<file path="src/rtl/imem_pkg.sv">
// ---------------------------------------------------------------------------
// imem_pkg
// Shared definitions for the instruction-memory fetch controller:
//   - state_t      : fetch FSM states (IDLE, RD0..RD3, RESP)
//   - REQ_CPU/DBG  : requester ids, also used as bit positions in req/grant
//   - BYTE_W       : memory data width
//   - WORD_BYTES   : bytes per fetched word
// ---------------------------------------------------------------------------
package imem_pkg;

  typedef enum logic [2:0] {
    IDLE = 3'd0,
    RD0  = 3'd1,
    RD1  = 3'd2,
    RD2  = 3'd3,
    RD3  = 3'd4,
    RESP = 3'd5
  } state_t;

  localparam logic REQ_CPU = 1'b0;
  localparam logic REQ_DBG = 1'b1;

  localparam int BYTE_W     = 8;
  localparam int WORD_BYTES = 4;

endpackage : imem_pkg

</file>
<file path="src/rtl/rr_arb2.sv">
// ---------------------------------------------------------------------------
// rr_arb2
// Two-requester round-robin arbiter.
// Ports:
//   clk, reset : clock, synchronous active-high reset
//   req[1:0]   : request vector, bit REQ_CPU / bit REQ_DBG
//   adv        : grant is being taken this cycle; update the pointer
//   gnt[1:0]   : one-hot grant (all zero when no request)
// ---------------------------------------------------------------------------
module rr_arb2
  import imem_pkg::*;
(
  input  logic       clk,
  input  logic       reset,
  input  logic [1:0] req,
  input  logic       adv,
  output logic [1:0] gnt
);

  // Id of the requester granted most recently. Resetting to DBG makes the
  // CPU win the first tie.
  logic last_q;
  logic last_d;

  always_comb begin
    gnt    = req;
    last_d = last_q;
    if (req == 2'b11) begin
      // Tie: the requester not served last wins.
      gnt = (last_q == REQ_CPU) ? 2'b10 : 2'b01;
    end
    if (adv && (gnt != 2'b00)) begin
      last_d = gnt[REQ_DBG];
    end
  end

  always_ff @(posedge clk) begin
    if (reset) begin
      last_q <= REQ_DBG;
    end else begin
      last_q <= last_d;
    end
  end

endmodule : rr_arb2

</file>
<file path="src/rtl/imem_fetch_ctrl.sv">
// ---------------------------------------------------------------------------
// imem_fetch_ctrl
// Shares a byte-wide, combinational-read instruction memory between the CPU
// fetch port and a debug/loader port. Each granted request is checked for
// alignment and range, then read as four bytes assembled big-endian (lowest
// address in [31:24]) and answered with a one-cycle rdy pulse.
// Ports:
//   clk, reset                    : clock, synchronous active-high reset
//   en                            : allow new grants (in-flight access completes)
//   cpu_req/cpu_addr              : CPU word request, held until cpu_rdy
//   cpu_rdy/cpu_err/cpu_inst      : CPU response
//   dbg_req/dbg_addr              : debug word request, held until dbg_rdy
//   dbg_rdy/dbg_err/dbg_data      : debug response
//   mem_addr/mem_rd/mem_byte      : byte memory interface
// ---------------------------------------------------------------------------
module imem_fetch_ctrl
  import imem_pkg::*;
#(
  parameter int MEM_BYTES = 101,
  parameter int ADDR_W    = 32
) (
  input  logic              clk,
  input  logic              reset,
  input  logic              en,
  input  logic              cpu_req,
  input  logic [ADDR_W-1:0] cpu_addr,
  output logic              cpu_rdy,
  output logic              cpu_err,
  output logic [31:0]       cpu_inst,
  input  logic              dbg_req,
  input  logic [ADDR_W-1:0] dbg_addr,
  output logic              dbg_rdy,
  output logic              dbg_err,
  output logic [31:0]       dbg_data,
  output logic [ADDR_W-1:0] mem_addr,
  output logic              mem_rd,
  input  logic [BYTE_W-1:0] mem_byte
);

  // Highest word base address whose four bytes all exist.
  localparam logic [ADDR_W-1:0] MAX_BASE = ADDR_W'(MEM_BYTES - WORD_BYTES);

  state_t            state_q, state_d;
  logic              id_q, id_d;
  logic              err_q, err_d;
  logic [ADDR_W-1:0] addr_q, addr_d;
  logic [23:0]       word_q, word_d;      // lanes 0..2; lane 3 comes straight from mem_byte
  logic [31:0]       cpu_inst_q, cpu_inst_d;
  logic [31:0]       dbg_data_q, dbg_data_d;

  logic [1:0]        gnt;
  logic              grant_vld;
  logic [ADDR_W-1:0] grant_addr;
  logic [31:0]       word_full;

  assign grant_vld  = (state_q == IDLE) && en && (gnt != 2'b00);
  assign grant_addr = gnt[REQ_DBG] ? dbg_addr : cpu_addr;
  assign word_full  = {word_q, mem_byte};

  rr_arb2 u_arb (
    .clk   (clk),
    .reset (reset),
    .req   ({dbg_req, cpu_req}),
    .adv   (grant_vld),
    .gnt   (gnt)
  );

  // State register
  always_ff @(posedge clk) begin
    if (reset) begin
      state_q    <= IDLE;
      id_q       <= REQ_CPU;
      err_q      <= 1'b0;
      cpu_inst_q <= '0;
      dbg_data_q <= '0;
    end else begin
      state_q    <= state_d;
      id_q       <= id_d;
      err_q      <= err_d;
      cpu_inst_q <= cpu_inst_d;
      dbg_data_q <= dbg_data_d;
    end
  end

  // Latched address and partial word carry no meaning outside an access.
  always_ff @(posedge clk) begin
    addr_q <= addr_d;
    word_q <= word_d;
  end

  // Next-state and datapath
  always_comb begin
    state_d    = state_q;
    id_d       = id_q;
    err_d      = err_q;
    addr_d     = addr_q;
    word_d     = word_q;
    cpu_inst_d = cpu_inst_q;
    dbg_data_d = dbg_data_q;
    unique case (state_q)
      IDLE: begin
        if (grant_vld) begin
          id_d    = gnt[REQ_DBG];
          addr_d  = grant_addr;
          err_d   = (grant_addr[1:0] != 2'b00) || (grant_addr > MAX_BASE);
          state_d = err_d ? RESP : RD0;
        end
      end
      RD0: begin
        word_d[23:16] = mem_byte;
        state_d       = RD1;
      end
      RD1: begin
        word_d[15:8] = mem_byte;
        state_d      = RD2;
      end
      RD2: begin
        word_d[7:0] = mem_byte;
        state_d     = RD3;
      end
      RD3: begin
        // Final lane goes directly to the port register so data is valid in RESP.
        if (id_q == REQ_CPU) cpu_inst_d = word_full;
        else                 dbg_data_d = word_full;
        state_d = RESP;
      end
      RESP:    state_d = IDLE;
      default: state_d = IDLE;
    endcase
  end

  // Outputs
  always_comb begin
    mem_rd   = 1'b0;
    mem_addr = '0;
    unique case (state_q)
      RD0: begin mem_rd = 1'b1; mem_addr = addr_q;                 end
      RD1: begin mem_rd = 1'b1; mem_addr = addr_q + ADDR_W'(1);    end
      RD2: begin mem_rd = 1'b1; mem_addr = addr_q + ADDR_W'(2);    end
      RD3: begin mem_rd = 1'b1; mem_addr = addr_q + ADDR_W'(3);    end
      default: ;
    endcase
    cpu_rdy  = (state_q == RESP) && (id_q == REQ_CPU);
    dbg_rdy  = (state_q == RESP) && (id_q == REQ_DBG);
    cpu_err  = cpu_rdy && err_q;
    dbg_err  = dbg_rdy && err_q;
    cpu_inst = cpu_inst_q;
    dbg_data = dbg_data_q;
  end

endmodule : imem_fetch_ctrl
</file>
<file path="config.mk">
export PLATFORM = sky130hd
export DESIGN_NAME = imem_fetch_ctrl
export DESIGN_NICKNAME = d
export VERILOG_FILES = /design/src/rtl/imem_pkg.sv /design/src/rtl/rr_arb2.sv /design/src/rtl/imem_fetch_ctrl.sv
export SDC_FILE = /design/constraint.sdc
export NUM_CORES = 1
export LEC_CHECK = 0
export CORE_ASPECT_RATIO = 0.75
export CORE_MARGIN = 1
export CORE_UTILIZATION = 52
export CTS_CLUSTER_SIZE = 16
export DETAILED_ROUTE_END_ITERATION = 10
export PLACE_DENSITY = 0.83
export SYNTH_ARGS = -nofsm -noshare
export SYNTH_HDL_FRONTEND = slang
export SYNTH_SLANG_ARGS = --single-unit
</file>
<file path="constraint.sdc">
create_clock -name clk -period 7.5 [get_ports clk]
set_input_delay 1.5 -clock clk [delete_from_list [all_inputs] [get_ports clk]]
set_output_delay 1.5 -clock clk [all_outputs]
set_load 0.01 [all_outputs]
</file>
==> reports/qor.txt <==
status -> completed
setup repair after global routing missed its margin -> false
clock latency on the worst-skew pair -> 410 ps
global-route wire length before repair -> 32000 um
drt wl/cell -> 21.0 um
Met2 Routed Length -> 9220 um
library cells used by synthesis -> 68
Max Buffers Root-to-Sink -> 2
vias in the first global route -> 5831
hpwl dp -> 15000 um
Num CTS Buffers -> 17
CP arrival -> 4030 ps
register bit total from synthesis -> 126
R2R Setup Slk -> 4910 ps
cell with the most instances after synthesis -> nand2_1
clock-pin slew on the worst setup and hold paths -> 60 ps
placed cell count -> 972
Worst setup EP type -> primary output
worst path required time -> 6000 ps
Final nets -> 909
Slew Limit Headroom -> 16.0%
drt first-iter violations -> 808
worst slack, placed -> 2490 ps
routed wire length -> 21100 um
Final Hold Fails -> 0
worst setup margin -> 1970 ps
Tmin final -> 5530 ps
Cell Count, Final, Fillers Out -> 1004
antenna violations before repair -> 0
crit share post-route -> 73.7%
Synth Area in Compound Gates -> 17.0%
syn nets -> 755
DP Area -> 7970 um^2
Die Height -> 96.6 um
Layout area overhead -> 38.6%
hold crit path type -> register to register
leading area contributor after synthesis -> edfxtp_1
Global Route Usage Sum -> 34.4%
Hold Slack -> 459 ps
die area -> 12400 um^2
Synth top cells by count -> 155 x nand2_1, 92 x a21oi_1, 70 x dfxtp_1, 56 x edfxtp_1, 32 x mux2_2
largest net degree at the start of global routing -> 69
# rows -> 34
Worst-Margin Slew -> 1260 ps
PortBufs -> 177
routed wl met3 -> 2310 um
I/O pins -> 178
Layout Skew -> 12.9 ps
buffers inserted during post-CTS setup optimization -> 0
Syn. warnings -> 0
die width -> 128 um
Initial Util -> 53.4%
CTS Hold Buffers Added -> 0
GR Overflow Total -> 0
Critical Path Start Type -> register
Cell Pwr Density -> 263 nW/um^2
Critical Path Fanout Max -> 21
ordered list of cells on the worst path -> or2b_2 > nor2_1 > inv_1 > fa_1 > nand3b_1 > nor4_4 > a22o_2 > nand2_1 > o21ai_0 > clkdlybuf4s50_1
Synth Cell Area -> 6210 um^2
Setup Viol. Count Final -> 0
M1 WL -> 9050 um
Synth Area in Adders -> 0.726%
core area -> 11600 um^2
vias post-DR -> 6220
Cells after Synth -> 675
Final TNS setup -> 0 ps
DRT Pass-1 Iters -> 5
Syn Area/Cell -> 9.20 um^2
leakage -> 2.85 nW
Max rail drop VDD -> 0.000153 V
post-CTS sizing -> 0
Finished Core Util -> 74.1%
H-Tree Depth -> 4
Post-DRT Antenna Nets -> 0
total power -> 2.26 mW
Max-Cap Viols -> 0
max-slew violation total from the final report -> 0
post-synthesis mux area share -> 5.97%
CTS sink cnt -> 126
drt via density -> 6.20
max incr delay on CP -> 590 ps
CTS root buffer -> clkbuf_16
Fmax -> 181 MHz
Synth top area share -> 27.1%
top routing layer in use -> met4
CTS tree -> yes
Most used DFF post-synth -> dfxtp_1
crit path kind -> register to primary output
largest family of logic cells by synthesized area -> simple AND/OR/NAND/NOR gates
sequential area share after synthesis -> 49.7%
slowest CP cell -> clkdlybuf4s50_1
Post-synth ARST share -> 0%
DRC -> 0
Post-synth EDFFs -> 56
xor/xnor share of the synthesized area -> 1.27%
Simple-Gate Fraction of Synth Area -> 21.0%
design area -> 8600 um^2
top post-synthesis cells by area -> edfxtp_1 27%, dfxtp_1 23%, nand2_1 9.4%
GP Congestion -> 0.907
ANT cells -> 0
proportion of layout cells with a drive suffix above 1 -> 10.3%
[cell type report]
type	instances	area, um^2
flip-flops and latches	126	3080
fillers	785	3010
multi-input cells	496	2870
repair buffers	180	1790
clock buffers	18	429
clock inverters	14	204
well taps	162	203
inverters	8	30.0
[path summary, 6_finish.rpt]
| kind | startpoint | to | cells past startpoint |
|---|---|---|---|
| max | state_q[1]$_SDFFE_PP0P_ | mem_addr[18] | 10 |
| min | dbg_data[15]$_SDFFE_PP0P_ | dbg_data[15]$_SDFFE_PP0P_ | 2 |
| max reg2reg | state_q[1]$_SDFFE_PP0P_ | dbg_data[26]$_SDFFE_PP0P_ | 5 |
| min reg2reg | dbg_data[15]$_SDFFE_PP0P_ | dbg_data[15]$_SDFFE_PP0P_ | 2 |
[cell usage in the layout, fill, tap and decap left out, types with 11 or more instances in the layout]
cell and count:
nor4_1 17, a21oi_1 92, edfxtp_1 56, clkdlybuf4s50_1 176
dfxtp_1 70, nor2_1 23, mux2_2 32, o21ai_0 26
nand4_1 19, nand3_1 11, clkbuf_16 17, nand2_1 155
[state kept, by name (all words and copies together), names as in the netlist]
name	flops
word_q	24
err_q	1
cpu_inst	32
state_q	3
addr_q	32
u_arb.last_q	1
id_q	1
dbg_data	32
[power by group]
group	switching [mW]	internal (mW)	leakage (nW)
Combinational	0.274	0.241	1.46
Clock	0.321	0.564	0.307
Sequential	0.0773	0.785	1.08
Total	0.672	1.59	2.85
[cells by family (layout without fill, tap and decap cells)]
kind of cell,after synthesis,after routing
mux,33,33
simple gates,271,271
flops,126,126
xor+xnor,9,9
buf+inv,53,220
fa+ha+maj,3,3
compound gates,180,180
[worst max-delay path, delay by kind of cell (launching register included)]
family          cells  cell delay, ps
buf+inv             2             750
fa+ha+maj           1             440
compound gates      2             540
flops               1             530
simple gates        5            1360
[layer usage]
metal  vias to the layer above  GRT usage (%)
met5                         -              0
met4                         0           11.9
met3                        51           8.52
met2                       435           49.8
met1                      2969           50.0
li1                       2765              -
No activity file was read; power rests on OpenSTA's default activity.
